**src/rtl/ulpi_phy_sequencer_if.sv**
```systemverilog
// AXI-Lite CSR channel bundle between the PHY sequencer
// and the ulpi_controller register port.
interface axi_lite_iface;
  logic        awvalid;
  logic        awready;
  logic [31:0] awaddr;
  logic        wvalid;
  logic        wready;
  logic [31:0] wdata;
  logic [3:0]  wstrb;
  logic        bvalid;
  logic        bready;
  logic [1:0]  bresp;
  logic        arvalid;
  logic        arready;
  logic [31:0] araddr;
  logic        rvalid;
  logic        rready;
  logic [31:0] rdata;
  logic [1:0]  rresp;

  modport master (
    output awvalid, awaddr, wvalid, wdata, wstrb,
    output bready, arvalid, araddr, rready,
    input  awready, wready, bvalid, bresp,
    input  arready, rvalid, rdata, rresp
  );

  modport slave (
    input  awvalid, awaddr, wvalid, wdata, wstrb,
    input  bready, arvalid, araddr, rready,
    output awready, wready, bvalid, bresp,
    output arready, rvalid, rdata, rresp
  );
endinterface

```
**src/rtl/ulpi_phy_sequencer.sv**
```systemverilog
// ULPI PHY bring-up and runtime reconfiguration sequencer
// driving the ulpi_controller CSR port over AXI-Lite.
module ulpi_phy_sequencer #(
  parameter int         INIT_DELAY = 1024,
  parameter int         TIMEOUT    = 255,
  parameter int         POLL_MAX   = 16,
  parameter logic [7:0] OTG_CTRL   = 8'h00
) (
  input  logic        ulpi_clk,
  input  logic        ulpi_rst,
  axi_lite_iface.master csr,
  input  logic [1:0]  cfg_xcvr_select,
  input  logic        cfg_term_select,
  input  logic [1:0]  cfg_op_mode,
  input  logic        cfg_suspend,
  input  logic        cfg_update,
  output logic        phy_ready,
  output logic        phy_error,
  output logic        busy,
  output logic [15:0] vendor_id,
  output logic [15:0] product_id
);

  typedef enum logic [3:0] {
    S_WAIT, S_ID, S_PHY_RST, S_POLL, S_FUNC,
    S_OTG, S_READY, S_UPD, S_ERROR
  } st_e;

  typedef enum logic [2:0] {
    B_IDLE, B_AW, B_W, B_B, B_AR, B_R
  } bs_e;

  st_e         st_q, st_d;
  bs_e         bs_q, bs_d;
  logic [15:0] dly_q, dly_d;
  logic [15:0] cnt_q, cnt_d;
  logic [1:0]  idx_q, idx_d;
  logic [7:0]  pcnt_q, pcnt_d;
  logic        pend_q, pend_d;
  logic        rdy_q, rdy_d;
  logic        err_q, err_d;
  logic [15:0] vid_q, vid_d;
  logic [15:0] pid_q, pid_d;
  logic [5:0]  addr_q, addr_d;
  logic [7:0]  data_q, data_d;
  logic        awv_q, wv_q, arv_q, busy_q;

  logic        hs, done, tmo, idle;
  logic        launch, l_wr;
  logic [5:0]  l_addr;
  logic [7:0]  l_data, func_val, rbyte;
  logic        unused_ok;

  assign idle     = (bs_q == B_IDLE);
  assign rbyte    = csr.rdata[7:0];
  assign func_val = {1'b0, ~cfg_suspend, 1'b0, cfg_op_mode,
                     cfg_term_select, cfg_xcvr_select};

  always_comb begin
    hs = 1'b0;
    unique case (bs_q)
      B_AW:    hs = csr.awready;
      B_W:     hs = csr.wready;
      B_B:     hs = csr.bvalid;
      B_AR:    hs = csr.arready;
      B_R:     hs = csr.rvalid;
      default: hs = 1'b0;
    endcase
  end

  assign done = hs & ((bs_q == B_B) | (bs_q == B_R));
  assign tmo  = ~idle & ~hs & (cnt_q == 16'(TIMEOUT - 1));

  always_comb begin
    st_d   = st_q;
    dly_d  = dly_q;
    idx_d  = idx_q;
    pcnt_d = pcnt_q;
    pend_d = pend_q;
    rdy_d  = rdy_q;
    err_d  = err_q;
    vid_d  = vid_q;
    pid_d  = pid_q;
    launch = 1'b0;
    l_wr   = 1'b0;
    l_addr = 6'h04;
    l_data = func_val;
    if (cfg_update && st_q != S_ERROR) pend_d = 1'b1;
    unique case (st_q)
      S_WAIT: begin
        if (dly_q == 16'(INIT_DELAY - 1)) begin
          st_d  = S_ID;
          idx_d = 2'd0;
        end else begin
          dly_d = dly_q + 16'd1;
        end
      end
      S_ID: begin
        launch = idle;
        l_addr = {4'd0, idx_q};
        if (done) begin
          unique case (idx_q)
            2'd0: vid_d[7:0]  = rbyte;
            2'd1: vid_d[15:8] = rbyte;
            2'd2: pid_d[7:0]  = rbyte;
            2'd3: pid_d[15:8] = rbyte;
          endcase
          idx_d = idx_q + 2'd1;
          if (idx_q == 2'd3) st_d = S_PHY_RST;
        end
      end
      S_PHY_RST: begin
        launch = idle;
        l_wr   = 1'b1;
        l_data = func_val | 8'h20;
        if (done) begin
          st_d   = S_POLL;
          pcnt_d = 8'd0;
        end
      end
      S_POLL: begin
        launch = idle;
        if (done) begin
          if (!rbyte[5]) begin
            st_d = S_FUNC;
          end else if (pcnt_q == 8'(POLL_MAX - 1)) begin
            st_d  = S_ERROR;
            err_d = 1'b1;
          end else begin
            pcnt_d = pcnt_q + 8'd1;
          end
        end
      end
      S_FUNC: begin
        launch = idle;
        l_wr   = 1'b1;
        if (done) st_d = S_OTG;
      end
      S_OTG: begin
        launch = idle;
        l_wr   = 1'b1;
        l_addr = 6'h0A;
        l_data = OTG_CTRL;
        if (done) begin
          st_d  = S_READY;
          rdy_d = 1'b1;
        end
      end
      S_READY: begin
        // a pulse seen here is served by this S_UPD write
        if (cfg_update || pend_q) begin
          st_d   = S_UPD;
          pend_d = 1'b0;
        end
      end
      S_UPD: begin
        launch = idle;
        l_wr   = 1'b1;
        if (done) st_d = S_READY;
      end
      S_ERROR: begin
        pend_d = 1'b0;
        rdy_d  = 1'b0;
      end
      default: st_d = S_ERROR;
    endcase
    if (tmo) begin
      st_d  = S_ERROR;
      err_d = 1'b1;
      rdy_d = 1'b0;
    end
  end

  always_comb begin
    bs_d   = bs_q;
    cnt_d  = cnt_q;
    addr_d = addr_q;
    data_d = data_q;
    if (idle) begin
      if (launch) begin
        bs_d   = l_wr ? B_AW : B_AR;
        addr_d = l_addr;
        data_d = l_data;
        cnt_d  = 16'd0;
      end
    end else if (hs) begin
      cnt_d = 16'd0;
      unique case (bs_q)
        B_AW:    bs_d = B_W;
        B_W:     bs_d = B_B;
        B_AR:    bs_d = B_R;
        default: bs_d = B_IDLE;
      endcase
    end else if (tmo) begin
      bs_d  = B_IDLE;
      cnt_d = 16'd0;
    end else begin
      cnt_d = cnt_q + 16'd1;
    end
  end

  always_ff @(posedge ulpi_clk) begin
    if (ulpi_rst) begin
      st_q   <= S_WAIT;
      bs_q   <= B_IDLE;
      dly_q  <= '0;
      cnt_q  <= '0;
      idx_q  <= '0;
      pcnt_q <= '0;
      pend_q <= 1'b0;
      rdy_q  <= 1'b0;
      err_q  <= 1'b0;
      vid_q  <= '0;
      pid_q  <= '0;
      addr_q <= '0;
      data_q <= '0;
      awv_q  <= 1'b0;
      wv_q   <= 1'b0;
      arv_q  <= 1'b0;
      busy_q <= 1'b0;
    end else begin
      st_q   <= st_d;
      bs_q   <= bs_d;
      dly_q  <= dly_d;
      cnt_q  <= cnt_d;
      idx_q  <= idx_d;
      pcnt_q <= pcnt_d;
      pend_q <= pend_d;
      rdy_q  <= rdy_d;
      err_q  <= err_d;
      vid_q  <= vid_d;
      pid_q  <= pid_d;
      addr_q <= addr_d;
      data_q <= data_d;
      awv_q  <= (bs_d == B_AW);
      wv_q   <= (bs_d == B_W);
      arv_q  <= (bs_d == B_AR);
      busy_q <= (bs_d != B_IDLE);
    end
  end

  assign csr.awvalid = awv_q;
  assign csr.awaddr  = {26'd0, addr_q};
  assign csr.wvalid  = wv_q;
  assign csr.wdata   = {24'd0, data_q};
  assign csr.wstrb   = 4'b0001;
  assign csr.bready  = 1'b1;
  assign csr.arvalid = arv_q;
  assign csr.araddr  = {26'd0, addr_q};
  assign csr.rready  = 1'b1;

  assign unused_ok = &{1'b0, csr.bresp, csr.rresp,
                       csr.rdata[31:8]};

  assign phy_ready  = rdy_q;
  assign phy_error  = err_q;
  assign busy       = busy_q;
  assign vendor_id  = vid_q;
  assign product_id = pid_q;

endmodule
```
**src/flat_wrapper.sv**
```systemverilog
// flat-port wrapper written by rule: the top's interface ports become plain ports
module ulpi_phy_sequencer_flat 
#(
  parameter int         INIT_DELAY = 1024,
  parameter int         TIMEOUT    = 255,
  parameter int         POLL_MAX   = 16,
  parameter logic [7:0] OTG_CTRL   = 8'h00
)
  (ulpi_clk, ulpi_rst, cfg_xcvr_select, cfg_term_select, cfg_op_mode, cfg_suspend, cfg_update, phy_ready, phy_error, busy, vendor_id, product_id, csr_awvalid, csr_awaddr, csr_wvalid, csr_wdata, csr_wstrb, csr_bready, csr_arvalid, csr_araddr, csr_rready, csr_awready, csr_wready, csr_bvalid, csr_bresp, csr_arready, csr_rvalid, csr_rdata, csr_rresp);
  axi_lite_iface csr_i ();
  input  logic ulpi_clk;
  input  logic ulpi_rst;
  input  logic [1:0] cfg_xcvr_select;
  input  logic cfg_term_select;
  input  logic [1:0] cfg_op_mode;
  input  logic cfg_suspend;
  input  logic cfg_update;
  output logic phy_ready;
  output logic phy_error;
  output logic busy;
  output logic [15:0] vendor_id;
  output logic [15:0] product_id;
  output wire logic [$bits(csr_i.awvalid)-1:0] csr_awvalid;
  output wire logic [$bits(csr_i.awaddr)-1:0] csr_awaddr;
  output wire logic [$bits(csr_i.wvalid)-1:0] csr_wvalid;
  output wire logic [$bits(csr_i.wdata)-1:0] csr_wdata;
  output wire logic [$bits(csr_i.wstrb)-1:0] csr_wstrb;
  output wire logic [$bits(csr_i.bready)-1:0] csr_bready;
  output wire logic [$bits(csr_i.arvalid)-1:0] csr_arvalid;
  output wire logic [$bits(csr_i.araddr)-1:0] csr_araddr;
  output wire logic [$bits(csr_i.rready)-1:0] csr_rready;
  input wire logic [$bits(csr_i.awready)-1:0] csr_awready;
  input wire logic [$bits(csr_i.wready)-1:0] csr_wready;
  input wire logic [$bits(csr_i.bvalid)-1:0] csr_bvalid;
  input wire logic [$bits(csr_i.bresp)-1:0] csr_bresp;
  input wire logic [$bits(csr_i.arready)-1:0] csr_arready;
  input wire logic [$bits(csr_i.rvalid)-1:0] csr_rvalid;
  input wire logic [$bits(csr_i.rdata)-1:0] csr_rdata;
  input wire logic [$bits(csr_i.rresp)-1:0] csr_rresp;
  assign csr_awvalid = csr_i.awvalid;
  assign csr_awaddr = csr_i.awaddr;
  assign csr_wvalid = csr_i.wvalid;
  assign csr_wdata = csr_i.wdata;
  assign csr_wstrb = csr_i.wstrb;
  assign csr_bready = csr_i.bready;
  assign csr_arvalid = csr_i.arvalid;
  assign csr_araddr = csr_i.araddr;
  assign csr_rready = csr_i.rready;
  assign csr_i.awready = csr_awready;
  assign csr_i.wready = csr_wready;
  assign csr_i.bvalid = csr_bvalid;
  assign csr_i.bresp = csr_bresp;
  assign csr_i.arready = csr_arready;
  assign csr_i.rvalid = csr_rvalid;
  assign csr_i.rdata = csr_rdata;
  assign csr_i.rresp = csr_rresp;
  ulpi_phy_sequencer #(.INIT_DELAY(INIT_DELAY), .TIMEOUT(TIMEOUT), .POLL_MAX(POLL_MAX), .OTG_CTRL(OTG_CTRL)) u_core (.ulpi_clk(ulpi_clk), .ulpi_rst(ulpi_rst), .csr(csr_i), .cfg_xcvr_select(cfg_xcvr_select), .cfg_term_select(cfg_term_select), .cfg_op_mode(cfg_op_mode), .cfg_suspend(cfg_suspend), .cfg_update(cfg_update), .phy_ready(phy_ready), .phy_error(phy_error), .busy(busy), .vendor_id(vendor_id), .product_id(product_id));
endmodule
```
**config.mk**
```make
export PLATFORM = sky130hd
export DESIGN_NAME = ulpi_phy_sequencer_flat
export DESIGN_NICKNAME = d
export VERILOG_FILES = /design/src/rtl/ulpi_phy_sequencer_if.sv /design/src/rtl/ulpi_phy_sequencer.sv /design/src/flat_wrapper.sv
export SDC_FILE = /design/constraint.sdc
export NUM_CORES = 1
export LEC_CHECK = 0
export ABC_CLOCK_PERIOD_IN_PS = 6500
export BUFFER_PORTS_ARGS = -buffer_cell sky130_fd_sc_hd__buf_2
export CAP_MARGIN = 30
export CORE_ASPECT_RATIO = 2
export CORE_MARGIN = 2
export CORE_UTILIZATION = 35
export DETAILED_ROUTE_END_ITERATION = 8
export HOLD_SLACK_MARGIN = 0.1
export SYNTH_ARGS = -nofsm -noshare
export SYNTH_HDL_FRONTEND = slang
export SYNTH_SLANG_ARGS = --single-unit
export TNS_END_PERCENT = 100
```
**constraint.sdc**
```tcl
create_clock -name ulpi_clk -period 6.5 [get_ports ulpi_clk]
set_input_delay 1.625 -clock ulpi_clk [delete_from_list [all_inputs] [get_ports ulpi_clk]]
set_output_delay 1.625 -clock ulpi_clk [all_outputs]
set_load 0.1 [all_outputs]
```
==> out/results.tsv <==
stage	metric	value	unit
clock_tree	Worst-Skew Late Latency	0.35	ns
grt	first-pass GRT wire length	19580	um
timing	Tmin final	2.935	ns
clock_tree	CTS Buffer Depth	2	
routing	vias	4492	
grt	total track usage	14.95	%
yosys	largest area contributor in the netlist	dfxtp_1	
timing	Worst-Margin Slew	0.8924	ns
power	pwr dens	287.1	nW/um^2
grt	gr ovfl total	0	
floorplan	Starting Density	35.89	%
clock_tree	CTS Hold Bufs	0	
timing	worst hold margin	0.4486	ns
yosys	top-area cell type share of the netlist area	37.07	%
setup_path	WP data required	6.74	ns
place	Cell Area, Placed	5477	um^2
place	Final Wtd Congestion	0.7945	
yosys	Post-synth EDFFs	0	
timing	Peak Freq	340.7	MHz
floorplan	DIE WIDTH	91.40	um
final_layout	share of cells above drive strength 1	15.28	%
yosys	Synth Flop Type	dfxtp_1	
clock_tree	htree depth	3	
routing	Vias per Instance	4.980	
routing	Post-Route WL	12640	um
clock_tree	Sink Count	99	
timing	fin crit share	45.15	%
timing	max-slew headroom at the worst pin	40.43	%
clock_tree	CTS clk-pin slew, worst paths	0.07	ns
grt	pin count of the biggest net entering global routing	71	
power	leakage power	2.335	nW
grt	vias in the first global route	4006	
timing	final setup TNS	0	ns
yosys	Yosys warnings	0	
place	dpl hpwl	9424	um
final_layout	Ant. Diodes	0	
floorplan	Die Ht	178.8	um
final_layout	multi-input combinational cell area	2816	um^2
routing	DR WL/cell	14.01	um
clock_tree	post-CTS setup buffer count	0	
power	total power	0.001651	W
status	status	completed	
yosys	post-synthesis sequential element count	99	
floorplan	die area	16340	um^2
setup_path	Worst setup EP type	flop	
final_layout	filler instances	1583	
yosys	Syn Inst Count	655	
final_layout	Total Nets Final	761	
timing	Final Skew	0.01141	ns
final_layout	most frequent cells in the layout	99 x dfxtp_1, 87 x conb_1, 74 x buf_2	
clock_tree	CTS tree	done	
timing	Hold Violations, Final	0	
routing	antenna-violating nets left	0	
power	Worst VDD drop	128.2	uV
clock_tree	clock root buffer	clkbuf_16	
routing	drt pass-1 iters	4	
final_layout	area growth from synthesis to layout	7.583	%
min_path	Min-Delay Path Class	reg -> reg	
place	PortBufs	74	
clock_tree	post-cts sizing count	0	
routing	DRC	0	
yosys	post-synthesis sequential area ratio	37.07	%
final_layout	post-route cell area	5752	um^2
floorplan	Core Area	14900	um^2
routing	initial DRC count	254	
yosys	Mean Syn Cell Area	8.162	um^2
floorplan	Rows	63	
final_layout	most common cell after layout, fill and taps aside	dfxtp_1	
timing	RSZ-0062 raised after global routing	no	
yosys	Post-Synthesis Cell Area	5346	um^2
setup_path	crit-path max FO	20	
setup_path	Worst setup SP type	primary input	
grt	initial antenna violation count	0	
yosys	ranking of synthesized cells by area	dfxtp_1 37%, buf_4 13%, a21oi_1 5.3%	
setup_path	WS Path Type	in -> reg	
timing	Final Max Tran Viols	0	
setup_path	WP data arrival	3.17	ns
floorplan	top-level I/O count	190	
final_layout	Sequential cell area	1982	um^2
timing	final setup vio count	0	
run	Max Cap Viol	0	
yosys	Async S/R FF share, synth	0	%
clock_tree	CTS Buf Count	9	
yosys	Netlist cell types	69	
report_power, final:
part / switching, W / total (W) / leakage (nW) / internal [W]
logic: 0.000418 / 0.000485 / 1.40 / 0.0000669
clock network: 0.000239 / 0.000510 / 0.139 / 0.000270
registers: 0.0000284 / 0.000656 / 0.799 / 0.000628
total: 0.000686 / 0.00165 / 2.34 / 0.000965
final timing paths:
| path | slack, ns | end | cells after the start | from |
|---|---|---|---|---|
| setup / recovery | 3.57 | u_core.cnt_q[8]$_SDFFE_PP0P_ | 7 | csr_bvalid |
| hold / removal | 0.45 | u_core.data_q[3]$_SDFFE_PP0P_ | 2 | u_core.data_q[3]$_SDFFE_PP0P_ |
| setup reg to reg | 3.70 | u_core.data_q[6]$_SDFFE_PP0P_ | 5 | u_core.st_q[0]$_SDFFE_PP0P_ |
| hold reg to reg | 0.45 | u_core.data_q[3]$_SDFFE_PP0P_ | 2 | u_core.data_q[3]$_SDFFE_PP0P_ |
per-layer routing:
metal  vias up  wire length [um]  GRT usage, %
li1       2223                 -             -
met1      2102              4786         15.38
met2       145              6974         28.77
met3        22               514         2.144
met4         0               359         7.576
met5         -                 0             0
per-stage QoR:
step / setup slack [ns] / util (%) / cells
finish: 3.565 / 38.61 / 902
global route: 3.465 / 38.61 / 902
CTS: 3.556 / 38.61 / 902
detailed placement: 3.189 / 36.76 / 887
global placement: 3.209 / 36.76 / 887
floorplan: 3.451 / - / 740
sequential cells by signal, indices dropped and copies added (netlist names), 2 cells and up:
| signal | count |
|---|---|
| u_core.st_q | 4 |
| u_core.product_id | 16 |
| u_core.data_q | 7 |
| u_core.idx_q | 2 |
| u_core.addr_q | 4 |
| u_core.cnt_q | 16 |
| u_core.bs_q | 3 |
| u_core.pcnt_q | 8 |
| u_core.dly_q | 16 |
| u_core.vendor_id | 16 |
synth_stat cells, drive strengths merged (3+ instances only):
master and number:
nand2b 3, xnor2 14, clkbuf 24, nor3b 3, a21o 3, nor4 8
nor3 14, ha 8, nand4 12, inv 11, and3 6, and4 3
o21ai 11, a22o 4, nand3 57, buf 101, dfxtp 99, nor2b 3
nand4b 6, nor2 48, a21oi 58, nor4bb 3, a211oi 7, xor2 9
nand2 70, a31oi 10, or4 3, or3 7, and2 4, o211ai 4
a22oi 3, mux2i 4
final cells by class:
| cell class | instances | share of cell area, % |
|---|---|---|
| inverters | 11 | 0.7179 |
| flip-flops and latches | 99 | 34.46 |
| clock buffers | 10 | 4.155 |
| clock inverters | 5 | 0.6308 |
| multi-input cells | 505 | 48.97 |
| well taps | 195 | 4.242 |
| repair buffers | 77 | 6.831 |
kinds of logic (layout without fill, tap and decap cells):
kind of cell	Yosys count	after routing	share of synthesized area, %
AOI/OAI and AO/OA	118	118	14.02
xor gates and xnor gates	23	23	3.768
adders and majority gates	8	8	1.872
buffers and inverters	136	103	16.22
DFF	99	99	37.07
muxes	6	6	1.170
other	2	87	0.1405
and+or+nand+nor	263	263	25.74
critical path, cell delays in order:
cell	delay [ns]
buf_2	0.10
mux2i_1	0.08
o21ai_0	0.54
a211oi_1	0.15
buf_4	0.24
and3_1	0.18
a221o_1	0.25
(Power assumes the default switching activity.)
